===== src/rtl/mnist_batch_sequencer.sv =====
// Batch controller for the serial MNIST classifier: streams each image from the pixel ROM,
// waits for the prediction (or a timeout), scores it against the label ROM and counts hits.
module mnist_batch_sequencer #(
    parameter int IMG_PIXELS = 784,
    parameter int NUM_IMAGES = 1000,
    parameter int ADDR_W     = 20,
    parameter int TIMEOUT    = 4096
) (
    input  logic              clk,
    input  logic              rst,
    input  logic              start,
    input  logic              abort,
    output logic              pix_rd_en,
    output logic [ADDR_W-1:0] pix_addr,
    input  logic              pix_rd_data,
    output logic [9:0]        lbl_addr,
    input  logic [3:0]        lbl_rd_data,
    output logic              cls_data_in,
    output logic              cls_valid_in,
    input  logic [3:0]        cls_prediction,
    input  logic              cls_valid_out,
    output logic              busy,
    output logic              done,
    output logic              result_valid,
    output logic [3:0]        result_pred,
    output logic              result_correct,
    output logic [10:0]       hit_count
);

    localparam int PIX_W = (IMG_PIXELS > 1) ? $clog2(IMG_PIXELS) : 1;
    localparam int TMO_W = $clog2(TIMEOUT + 1);

    typedef enum logic [2:0] {S_IDLE, S_STREAM, S_WAIT, S_SCORE, S_DONE} state_t;

    state_t            state_q, state_d;
    logic [PIX_W-1:0]  pix_cnt_q, pix_cnt_d;
    logic [ADDR_W-1:0] base_q, base_d;
    logic [ADDR_W-1:0] pix_addr_q, pix_addr_d;
    logic              pix_rd_en_q, pix_rd_en_d;
    logic              cls_valid_q, cls_valid_d;
    logic [9:0]        img_idx_q, img_idx_d;
    logic [3:0]        label_q, label_d;
    logic [TMO_W-1:0]  wait_cnt_q, wait_cnt_d;
    logic              busy_q, busy_d;
    logic              done_q, done_d;
    logic              result_valid_q, result_valid_d;
    logic [3:0]        result_pred_q, result_pred_d;
    logic              result_correct_q, result_correct_d;
    logic [10:0]       hit_count_q, hit_count_d;
    logic              pred_hit;

    always_comb begin
        state_d          = state_q;
        pix_cnt_d        = pix_cnt_q;
        base_d           = base_q;
        pix_addr_d       = pix_addr_q;
        pix_rd_en_d      = pix_rd_en_q;
        cls_valid_d      = pix_rd_en_q;
        img_idx_d        = img_idx_q;
        label_d          = label_q;
        wait_cnt_d       = wait_cnt_q;
        result_valid_d   = 1'b0;
        result_pred_d    = result_pred_q;
        result_correct_d = result_correct_q;
        hit_count_d      = hit_count_q;
        pred_hit         = (cls_prediction == label_q);

        case (state_q)
            S_IDLE, S_DONE: begin
                if (start) begin
                    state_d     = S_STREAM;
                    hit_count_d = '0;
                    img_idx_d   = '0;
                    base_d      = '0;
                    pix_addr_d  = '0;
                    pix_cnt_d   = '0;
                    pix_rd_en_d = 1'b1;
                end
            end
            S_STREAM: begin
                // Label ROM has settled by the last stream cycle since IMG_PIXELS >= 2
                label_d = lbl_rd_data;
                if (pix_cnt_q == PIX_W'(IMG_PIXELS - 1)) begin
                    state_d     = S_WAIT;
                    pix_rd_en_d = 1'b0;
                    base_d      = base_q + ADDR_W'(IMG_PIXELS);
                    wait_cnt_d  = '0;
                end else begin
                    pix_cnt_d  = pix_cnt_q + PIX_W'(1);
                    pix_addr_d = pix_addr_q + ADDR_W'(1);
                end
            end
            S_WAIT: begin
                if (cls_valid_out) begin
                    state_d          = S_SCORE;
                    result_valid_d   = 1'b1;
                    result_pred_d    = cls_prediction;
                    result_correct_d = pred_hit;
                    hit_count_d      = hit_count_q + 11'(pred_hit);
                end else if (wait_cnt_q == TMO_W'(TIMEOUT - 1)) begin
                    state_d          = S_SCORE;
                    result_valid_d   = 1'b1;
                    result_pred_d    = 4'hF;
                    result_correct_d = 1'b0;
                end else begin
                    wait_cnt_d = wait_cnt_q + TMO_W'(1);
                end
            end
            S_SCORE: begin
                if (img_idx_q == 10'(NUM_IMAGES - 1)) begin
                    state_d = S_DONE;
                end else begin
                    state_d     = S_STREAM;
                    img_idx_d   = img_idx_q + 10'd1;
                    pix_addr_d  = base_q;
                    pix_cnt_d   = '0;
                    pix_rd_en_d = 1'b1;
                end
            end
            default: state_d = S_IDLE;
        endcase

        // Abort wins over everything, drops the pixel still in flight, keeps the score
        if (abort) begin
            state_d          = S_IDLE;
            pix_rd_en_d      = 1'b0;
            cls_valid_d      = 1'b0;
            result_valid_d   = 1'b0;
            result_pred_d    = result_pred_q;
            result_correct_d = result_correct_q;
            hit_count_d      = hit_count_q;
        end

        busy_d = (state_d == S_STREAM) || (state_d == S_WAIT) || (state_d == S_SCORE);
        done_d = (state_d == S_DONE);
    end

    always_ff @(posedge clk) begin
        if (rst) begin
            state_q          <= S_IDLE;
            pix_cnt_q        <= '0;
            base_q           <= '0;
            pix_addr_q       <= '0;
            pix_rd_en_q      <= 1'b0;
            cls_valid_q      <= 1'b0;
            img_idx_q        <= '0;
            label_q          <= '0;
            wait_cnt_q       <= '0;
            busy_q           <= 1'b0;
            done_q           <= 1'b0;
            result_valid_q   <= 1'b0;
            result_pred_q    <= '0;
            result_correct_q <= 1'b0;
            hit_count_q      <= '0;
        end else begin
            state_q          <= state_d;
            pix_cnt_q        <= pix_cnt_d;
            base_q           <= base_d;
            pix_addr_q       <= pix_addr_d;
            pix_rd_en_q      <= pix_rd_en_d;
            cls_valid_q      <= cls_valid_d;
            img_idx_q        <= img_idx_d;
            label_q          <= label_d;
            wait_cnt_q       <= wait_cnt_d;
            busy_q           <= busy_d;
            done_q           <= done_d;
            result_valid_q   <= result_valid_d;
            result_pred_q    <= result_pred_d;
            result_correct_q <= result_correct_d;
            hit_count_q      <= hit_count_d;
        end
    end

    // The ROM's one-cycle read latency is the pixel delay; the valid is delayed to match it
    assign cls_valid_in   = cls_valid_q;
    assign cls_data_in    = cls_valid_q & pix_rd_data;
    assign pix_rd_en      = pix_rd_en_q;
    assign pix_addr       = pix_addr_q;
    assign lbl_addr       = img_idx_q;
    assign busy           = busy_q;
    assign done           = done_q;
    assign result_valid   = result_valid_q;
    assign result_pred    = result_pred_q;
    assign result_correct = result_correct_q;
    assign hit_count      = hit_count_q;

endmodule


===== config.mk =====
export PLATFORM = sky130hd
export DESIGN_NAME = mnist_batch_sequencer
export DESIGN_NICKNAME = d
export VERILOG_FILES = /design/src/rtl/mnist_batch_sequencer.sv
export SDC_FILE = /design/constraint.sdc
export NUM_CORES = 1
export LEC_CHECK = 0
export ABC_AREA = 1
export CAP_MARGIN = 40
export CELL_PAD_IN_SITES_DETAIL_PLACEMENT = 0
export CELL_PAD_IN_SITES_GLOBAL_PLACEMENT = 1
export CORE_ASPECT_RATIO = 2
export CORE_MARGIN = 2
export CORE_UTILIZATION = 36
export CTS_CLUSTER_DIAMETER = 60
export DETAILED_ROUTE_END_ITERATION = 6
export PLACE_DENSITY = 0.8
export SLEW_MARGIN = 5
export SYNTH_ARGS = -nofsm -noshare
export SYNTH_HDL_FRONTEND = slang
export SYNTH_SLANG_ARGS = --single-unit

===== constraint.sdc =====
create_clock -name clk -period 2 [get_ports clk]
set_input_delay 0.4 -clock clk [delete_from_list [all_inputs] [get_ports clk]]
set_output_delay 0.4 -clock clk [all_outputs]
set_load 0.02 [all_outputs]

==> run metrics, run 1 <==
fin. max-slew vios 0; die width 91.8 um; Slew headroom 64.3%; Num CTS Buffers 9; area leader, netlist dfxtp_1; Final HPWL DP 13,000 um; Clock Latency Late Sink 0.35 ns; initial core utilization 36.5%; MaxCap Viol Count 0; die height 180 um; routed vias/inst 5.01; met2 usage 41.1%; VDD IR-drop max 0.000383 V; GRT Util Overall 20.7%; DR iter-0 viols 246; die area 16,500 um2; largest net degree at the start of global routing 44; GRT busiest layer met2; Period Utilization, post-route 96.7%; slew at the pin closest to its max-slew limit 0.534 ns; CTS H-tree depth 3; Ports 66; syn avg cell area 6.36 um2; IO Port Bufs 65; fin util 46.5%; wire length per cell 14.6 um; Synth cell types 35; nets 997; core area 15,200 um2; DRC 0; initial antenna violation count 0; most common cell after layout, fill and taps aside nand2_1; CTS tree built; Post-synth EDFFs 0; Syn Nets 894; Cells after Synth 873; CP Data Required Time 1.60 ns; via count 5,897; cell area power density 619 nW/um2; total power 4.38 mW; vias in the first global route 5,634; drt pass-1 iters 4; clk_skew 0.00835 ns; final wirelength 17,200 um; status completed; #FFs+latches synth 97; first-pass GRT wire length 27,300 um; clk buf depth 2; final hold violations 0; crit path DAT 1.53 ns; CTS sink count 97; min-delay worst type input port to flop; startpoint types input port; GR Layer Usage met1 20.2%; commonest non-fill, non-tap cells in the layout 234 x nand2_1, 154 x nor2_1, 95 x dfxtp_1, 73 x inv_1, 64 x a21oi_1; yosys warns 0; share of cells above drive strength 1 11.7%; num rows 64; share of the synthesized area in the top cell type 35.0%; ys flop type dfxtp_1; P&R area growth vs syn 27.4%; postcts setup bufs 0; met3 GRT Util 2.77%; Root Buffer clkbuf_16; sequential cell area fraction in the yosys report 35.0%; Crit Path Max Fanout 1; Achievable Freq 0.517 GHz; FILL cells 1,647; CTS clk-pin slew, worst paths 0.07 ns; hold-fix buffers at CTS 0; grt ovf 0; asr flop ratio synth 0%; final setup fails 0; Area contributors post-synth dfxtp_1 35%, nand2_1 16%, nor2_1 10%; number of diodes 0; Post-DRT Antenna Nets 0; CP Capture Type output port; GP Congestion 0.843; mapped cell area 5560 um2; Tmin final 1.93 ns; Leak Pwr 2.66 nW; Setup CP Type input port to output port; RSZ-0062 raised after global routing true
area by class of cell:
type                            instances  area [um2]  area share [%]
Multi-Input combinational cell        668        3190            45.1
Timing Repair Buffer                  117        1070            15.1
Clock inverter                          5        81.3            1.15
Clock buffer                           10         229            3.23
Tap cell                              198         248            3.50
Inverter                               83         314            4.44
Sequential cell                        97        1940            27.5
metrics by stage:
step | std cells | cell area (um2) | setup slack, ns | hold WS [ns] | TNS [ns]
floorplan | 873 | 5560 | 0.0641 | 0.444 | 0
global placement | 1163 | 6690 | -0.695 | 0.463 | -4.19
detailed placement | 1163 | 6690 | -0.707 | 0.469 | -4.57
CTS | 1178 | 7030 | 0.0330 | 0.430 | 0
global route | 1178 | 7080 | -0.0207 | 0.450 | -0.0212
finish | 1178 | 7080 | 0.0666 | 0.437 | 0
critical path, cell delays in order:
cell and delay (ns):
clkdlybuf4s50_1 0.46, nand2_1 0.04, inv_1 0.05, clkdlybuf4s50_1 0.58
registers in the layout, summed over array words and instances (netlist names):
signal,cells
wait_cnt_q,13
state_q,3
pix_rd_en,1
pix_cnt_q,10
hit_count,11
pix_addr,20
done,1
result_pred,4
busy,1
base_q,16
lbl_addr,10
result_correct,1
result_valid,1
cls_valid_in,1
label_q,4
power by group:
part,switching (mW),internal (mW),leakage [nW]
combinational,0.291,0.192,1.73
clock,0.779,1.09,0.149
sequential,0.0534,1.98,0.787
total,1.12,3.26,2.66
repair_timing:
item	CTS	global route
pin swaps	4	7
resized for setup	8	15
setup endpoints to repair	7	21
cells by family (layout without fill, tap and decap cells):
| family | count (synthesis) | after routing | share of synthesized area, % |
|---|---|---|---|
| compound gates | 123 | 123 | 11.5 |
| xor+xnor | 16 | 16 | 2.52 |
| fa+ha+maj | 7 | 7 | 1.58 |
| buf+inv | 108 | 215 | 8.72 |
| flops | 97 | 97 | 35.0 |
| simple gates | 522 | 522 | 40.7 |
cells in the mapped netlist, types with 3 or more instances:
| cell type | count |
|---|---|
| o22ai_1 | 3 |
| buf_6 | 9 |
| o21ai_1 | 5 |
| nand2_1 | 235 |
| inv_1 | 76 |
| or2_2 | 4 |
| nand2_2 | 8 |
| nor3_1 | 15 |
| nor2_2 | 3 |
| xnor2_1 | 4 |
| nor2_1 | 155 |
| o21ai_0 | 45 |
| o21bai_1 | 4 |
| xor2_1 | 12 |
| clkbuf_1 | 11 |
| inv_2 | 6 |
| a21oi_1 | 64 |
| nand4_1 | 28 |
| ha_1 | 7 |
| nor2_4 | 4 |
| nand2_4 | 3 |
| nand3b_1 | 3 |
| nand3_1 | 58 |
| dfxtp_1 | 97 |
path summary, 6_finish.rpt:
path / startpoint / to / slack (ns) / depth (start not counted)
setup / recovery: pix_rd_data / cls_data_in / 0.07 / 4
hold / removal: rst / lbl_addr[2] / 0.44 / 4
hold reg to reg: label_q[1] / label_q[1] / 0.46 / 2
setup reg to reg: label_q[0] / hit_count[8] / 0.13 / 15
metal layers:
metal,part of all wire (%),up-vias
li1,-,3019
met4,4.0,0
met5,0,-
met2,57,102
met3,2.2,34
met1,37,2742
Power figures use the tool's default switching activity.
==> run 2, diff against run 1 <==
--- a/config.mk
+++ b/config.mk
@@ -14,7 +14,7 @@
 export CORE_UTILIZATION = 36
 export CTS_CLUSTER_DIAMETER = 60
 export DETAILED_ROUTE_END_ITERATION = 6
-export PLACE_DENSITY = 0.8
+export PLACE_DENSITY_LB_ADDON = 0.1
 export SLEW_MARGIN = 5
 export SYNTH_ARGS = -nofsm -noshare
 export SYNTH_HDL_FRONTEND = slang
==> run 2 against run 1 <==
Register-to-register slack better by 0.05 ns; combinational power up 1%; die area unchanged; hold slack better by 0.013 ns; design area down 1.5%; sequential share of layout area up 0.39 points; via count down 1.7%; clock power down 6%; largest cell class unchanged; highest routed layer unchanged.
==> run metrics, run 2 (synthesis gave the netlist of run 1 again) <==
CP Capture Type output port; min-delay worst type input port to flop; Tmin final 1.94 ns (+0.0100 ns); cell area power density 614 nW/um2 (-0.91%); drt pass-1 iters 4 (unchanged); worst path bufs/invs 3 (unchanged); Setup CP Type input port to output port; vias in the first global route 5,752 (+2.1%); CTS clk-pin slew, worst paths 0.06 ns (about the same); crit path cell chain clkdlybuf4s50_1, nand2_1, inv_1, clkdlybuf4s50_1; die area 16,500 um2 (unchanged); first-pass GRT wire length 27,700 um (+1.5%); die width 91.8 um (unchanged); GP Congestion 0.879 (+4.3%); Post-DRT Antenna Nets 0 (unchanged); fin. max-slew vios 0 (unchanged); CTS tree built; CP Data Required Time 1.60 ns (about the same); slowest CP cell clkdlybuf4s50_1; DRC 0 (unchanged); IO Port Bufs 65 (unchanged); max reg flops 20 (unchanged); GRT Util Overall 21.2% (+0.46 points); nets 986 (-1.1%); status completed; Crit path top cell by count clkdlybuf4s50_1; num rows 64 (unchanged); wire length per cell 14.6 um (about the same); via count 5,798 (-1.7%); Crit Path Max Fanout 1 (unchanged); Slew headroom 63.3% (-0.94 points); Ports 66 (unchanged); routed vias/inst 4.97 (-0.67%); die height 180 um (unchanged); Setup TNS Final 0 ns (unchanged); Root Buffer clkbuf_16; clk_skew 0.00990 ns (+0.00155 ns); crit path DAT 1.54 ns (about the same); Period Utilization, post-route 97.2% (+0.50 points); clk buf depth 2 (unchanged); total power 4.28 mW (-2.4%); slew at the pin closest to its max-slew limit 0.548 ns (+0.0141 ns); RSZ-0062 raised after global routing false; hold-fix buffers at CTS 0 (unchanged); startpoint types input port; MaxCap Viol Count 0 (unchanged); number of diodes 0 (unchanged); share of cells above drive strength 1 9.81% (-1.9 points); CTS H-tree depth 3 (unchanged); most common cell after layout, fill and taps aside nand2_1; Num CTS Buffers 9 (unchanged); CP delay by family, top buffers and inverters; commonest non-fill, non-tap cells in the layout 235 x nand2_1, 154 x nor2_1, 97 x dfxtp_1, 75 x inv_1, 64 x a21oi_1; final setup fails 0 (unchanged); CTS sink count 97 (unchanged); P&R area growth vs syn 25.5%; final hold violations 0 (unchanged); Achievable Freq 0.515 GHz (-0.52%); grt ovf 0 (unchanged); slowest stage delay, CP 0.59 ns (about the same); largest net degree at the start of global routing 27 (-39%); fin util 45.8% (-0.71 points); initial antenna violation count 0 (unchanged); Final HPWL DP 13,000 um (+0.21%); DR iter-0 viols 265 (+7.7%); VDD IR-drop max 0.000382 V (-0.35%); final wirelength 17,000 um (-1.1%); Leak Pwr 2.59 nW (-2.7%); core area 15,200 um2 (unchanged); initial core utilization 36.5% (unchanged); Clock Latency Late Sink 0.35 ns (about the same)
## run 2: cell type report
class                   count  area (um2)
well taps                 198         248
fillers                  1649        8240
clock inverters             2        38.8
clock buffers              12         256
inverters                  83         314
flip-flops and latches     97        1940
repair buffers            106         990
multi-input cells         668        3180
## run 2: layer usage
metal  routed length, um  up-vias  GRT usage (%)  share of wire (%)
li1                    -     2993              -                  -
met2                9600      101           41.3                 57
met4                 821        0           11.4                4.8
met1                6180     2662           20.5                 36
met3                 368       42           3.35                2.2
met5                   0        -              0                  0
## run 2: final timing paths
path | start | end | slack (ns) | depth (start not counted)
max | pix_rd_data | cls_data_in | 0.06 | 4
min | rst | lbl_addr[2] | 0.45 | 4
max reg2reg | pix_cnt_q[1] | busy | 0.18 | 9
min reg2reg | label_q[1] | label_q[1] | 0.49 | 2
## run 2: worst min-delay path: stages
cell     delay, ns
buf_2         0.13
nor2_4        0.11
nand2_1       0.08
nor2_1        0.03
## run 2: what timing repair did
item,in CTS,in global routing
pin swaps,7,2
resized for setup,8,7
endpoints found under the setup margin,3,36
buffers inserted,3,3
## run 2: metrics by stage
step	instance area (um2)	setup WS [ns]	std cells	hold slack, ns
finish	6970	0.0566	1166	0.451
global route	6970	0.00687	1166	0.473
CTS	6920	0.0308	1163	0.439
detailed placement	6580	-0.575	1146	0.472
global placement	6580	-0.550	1146	0.466
floorplan	5560	0.0641	873	0.444
## run 2: where the power goes
group	total, mW	leakage [nW]	internal, mW	switching [mW]
combinational	0.488	1.66	0.194	0.294
clock	1.76	0.145	1.03	0.732
sequential	2.03	0.786	1.98	0.0539
total	4.28	2.59	3.20	1.08
==> run 3, diff against run 2 <==
--- a/config.mk
+++ b/config.mk
@@ -10,10 +10,10 @@
 export CELL_PAD_IN_SITES_DETAIL_PLACEMENT = 0
 export CELL_PAD_IN_SITES_GLOBAL_PLACEMENT = 1
 export CORE_ASPECT_RATIO = 2
-export CORE_MARGIN = 2
-export CORE_UTILIZATION = 36
+export CORE_UTILIZATION = 41
 export CTS_CLUSTER_DIAMETER = 60
 export DETAILED_ROUTE_END_ITERATION = 6
+export DONT_BUFFER_PORTS = 1
 export PLACE_DENSITY_LB_ADDON = 0.1
 export SLEW_MARGIN = 5
 export SYNTH_ARGS = -nofsm -noshare
==> run 3 against run 2 <==
The flow now finishes with violations (DRC); core utilization up 2.3 points; largest power group unchanged; clock skew up 0.0012 ns; highest routed layer unchanged; count of clock-buffer cells in the layout down 3; non-clock buffer count down 58.
==> run metrics, run 3 (synthesis gave the netlist of run 1 again) <==
CP delay by family, top simple AND/OR/NAND/NOR gates; min-delay worst type input port to flop; Achievable Freq 0.536 GHz (+4.3%); Hold Crit Depth 1 (-3); worst path bufs/invs 1 (-2); Period Utilization, post-route 93.2% (-4.0 points); Root Buffer clkbuf_16; CTS H-tree depth 3 (unchanged); status finished, violations left; final std cells w/o fill 1,063 (-8.8%); via count 5,588 (-3.6%); Seq pwr share 48.8% (+1.3 points); routed vias/inst 5.26 (+5.7%); most common cell after layout, fill and taps aside nand2_1; Tmin final 1.86 ns (-0.0792 ns); initial antenna violation count 0 (unchanged); switching share of power 26.4% (+1.1 points); Clock Latency Late Sink 0.35 ns (about the same); Worst Reg-to-Reg Cells 8 (-1); Final HPWL DP 12,200 um (-6.4%); P&R area growth vs syn 13.8%; Post-DRT Antenna Nets 0 (unchanged); Leak Pwr 2.38 nW (-8.0%); RSZ-0062 raised after global routing true; Reg-to-Reg Start pix_cnt_q[1]; first-pass GRT wire length 26,500 um (-4.5%); wire length per cell 15.1 um (+3.9%); Clk network pwr share 42.3% (+1.2 points); drt pass-1 iters 7 (+3); core area 13,100 um2 (-14%); fin. max-slew vios 0 (unchanged); slowest stage delay, CP 0.38 ns (-0.21 ns); failing checks DRC; Slew headroom 67.2% (+3.9 points); Comb pwr share 9.0% (-2.4 points); initial core utilization 42.3% (+5.8 points); die width 84.3 um (-8.2%); instance count on the critical path 8 (+4); CTS sink count 97 (unchanged); met3 GRT Util 2.92% (-0.43 points); clk buf depth 2 (unchanged); slew at the pin closest to its max-slew limit 0.490 ns (-0.0582 ns); crit path DAT 2.14 ns (+0.60 ns); startpoint types flop; largest net degree at the start of global routing 46 (+70%); Num CTS Buffers 9 (unchanged); IO Port Bufs 0 (-100%); CP Capture Type flop; slowest CP cell dfxtp_1; die area 14,000 um2 (-15%); die height 167 um (-7.3%); CTS clk-pin slew, worst paths 0.07 ns (about the same); switching power 1.10 mW (+1.8%); MaxCap Viol Count 0 (unchanged); Placement Cell Area 5970 um2 (-9.2%); CP Launch Point pix_cnt_q[1]; GRT Util Overall 23.7% (+2.5 points); HP Start rst; Ports 66 (unchanged); clk_skew 0.0111 ns (+0.00119 ns); met2 usage 50.2% (+8.9 points); commonest non-fill, non-tap cells in the layout 234 x nand2_1, 154 x nor2_1, 95 x dfxtp_1, 76 x inv_1, 64 x a21oi_1; grt ovf 0 (unchanged); CTS tree built; Setup CP Type flop to flop; P_int 3.07 mW (-4.0%); number of diodes 0 (unchanged); nets 928 (-5.9%); GP Congestion 0.867 (-1.3%); max reg flops 20 (unchanged); cell area power density 659 nW/um2 (+7.5%); GR Layer Usage met1 21.9% (+1.5 points); DR iter-0 viols 180 (-32%); final setup fails 0 (unchanged); crit path cell chain ha_1, nand3_1, nor3_1, nor2_2, nor2_4, buf_12, nand2_1, a21oi_1; VDD IR-drop max 0.000404 V (+5.9%); GRT busiest layer met2; vias in the first global route 5,531 (-3.8%); DRC 1 (+1); Setup TNS Final 0 ns (unchanged); num rows 59 (-7.8%); share of cells above drive strength 1 11.5% (+1.7 points); Crit Path Max Fanout 25 (+24); final hold violations 0 (unchanged); CP Data Required Time 2.28 ns (+0.68 ns); Design Area, Final 6320 um2 (-9.3%); final wirelength 16,100 um (-5.3%); Inst Count DP 1,048 (-8.6%)
-- run 3: final cells by class --
cell class	count	area (um2)
clock buffers	9	225
clock inverters	6	70.1
fillers	1406	6820
inverters	83	314
multi-input cells	668	3180
flip-flops and latches	97	1940
well taps	152	190
repair buffers	48	398
-- run 3: power groups by stage --
| stage | clock [mW] | sequential, mW | combinational [mW] |
|---|---|---|---|
| detailed placement | 0 | 2.08 | 0.373 |
| CTS | 1.80 | 2.03 | 0.375 |
| global route | 1.88 | 2.04 | 0.419 |
| global placement | 0 | 2.07 | 0.367 |
| finish | 1.76 | 2.03 | 0.373 |
| floorplan | 0 | 2.09 | 0.256 |
-- run 3: final timing paths --
kind	endpoint	slack, ns
hold / removal	wait_cnt_q[4]	0.11
setup / recovery	pix_addr[3]	0.14
setup reg to reg	pix_addr[3]	0.14
hold reg to reg	base_q[19]	0.48
-- run 3: worst reg2reg max path, delay by kind of cell (launching register included) --
family | cells | cell delay, ns
compound gates | 1 | 0.15
fa+ha+maj | 1 | 0.22
buf+inv | 1 | 0.21
flops | 1 | 0.38
simple gates | 5 | 0.85
-- run 3: what timing repair did --
| item | in CTS | in global routing |
|---|---|---|
| endpoints found under the setup margin | 0 | 8 |
| hold buffers | 0 | 0 |
| buffers inserted | 0 | 0 |
| resized for setup | 0 | 12 |
-- run 3: through the flow --
step	power (mW)	setup slack, ns	utilization (%)	hold slack (ns)
5_1_grt	4.34	0.00505	48.1	0.101
2_1_floorplan	2.35	0.0641	-	0.444
6_report	4.17	0.136	48.1	0.115
4_1_cts	4.21	0.00545	47.7	0.104
3_3_place_gp	2.44	-0.0341	45.5	0.452
3_5_place_dp	2.45	-0.0187	45.5	0.468
-- run 3: layer usage --
layer	part of all wire (%)	up-vias
met3	2.7	19
li1	-	2884
met2	60	86
met1	35	2599
met5	0	-
met4	2.2	0
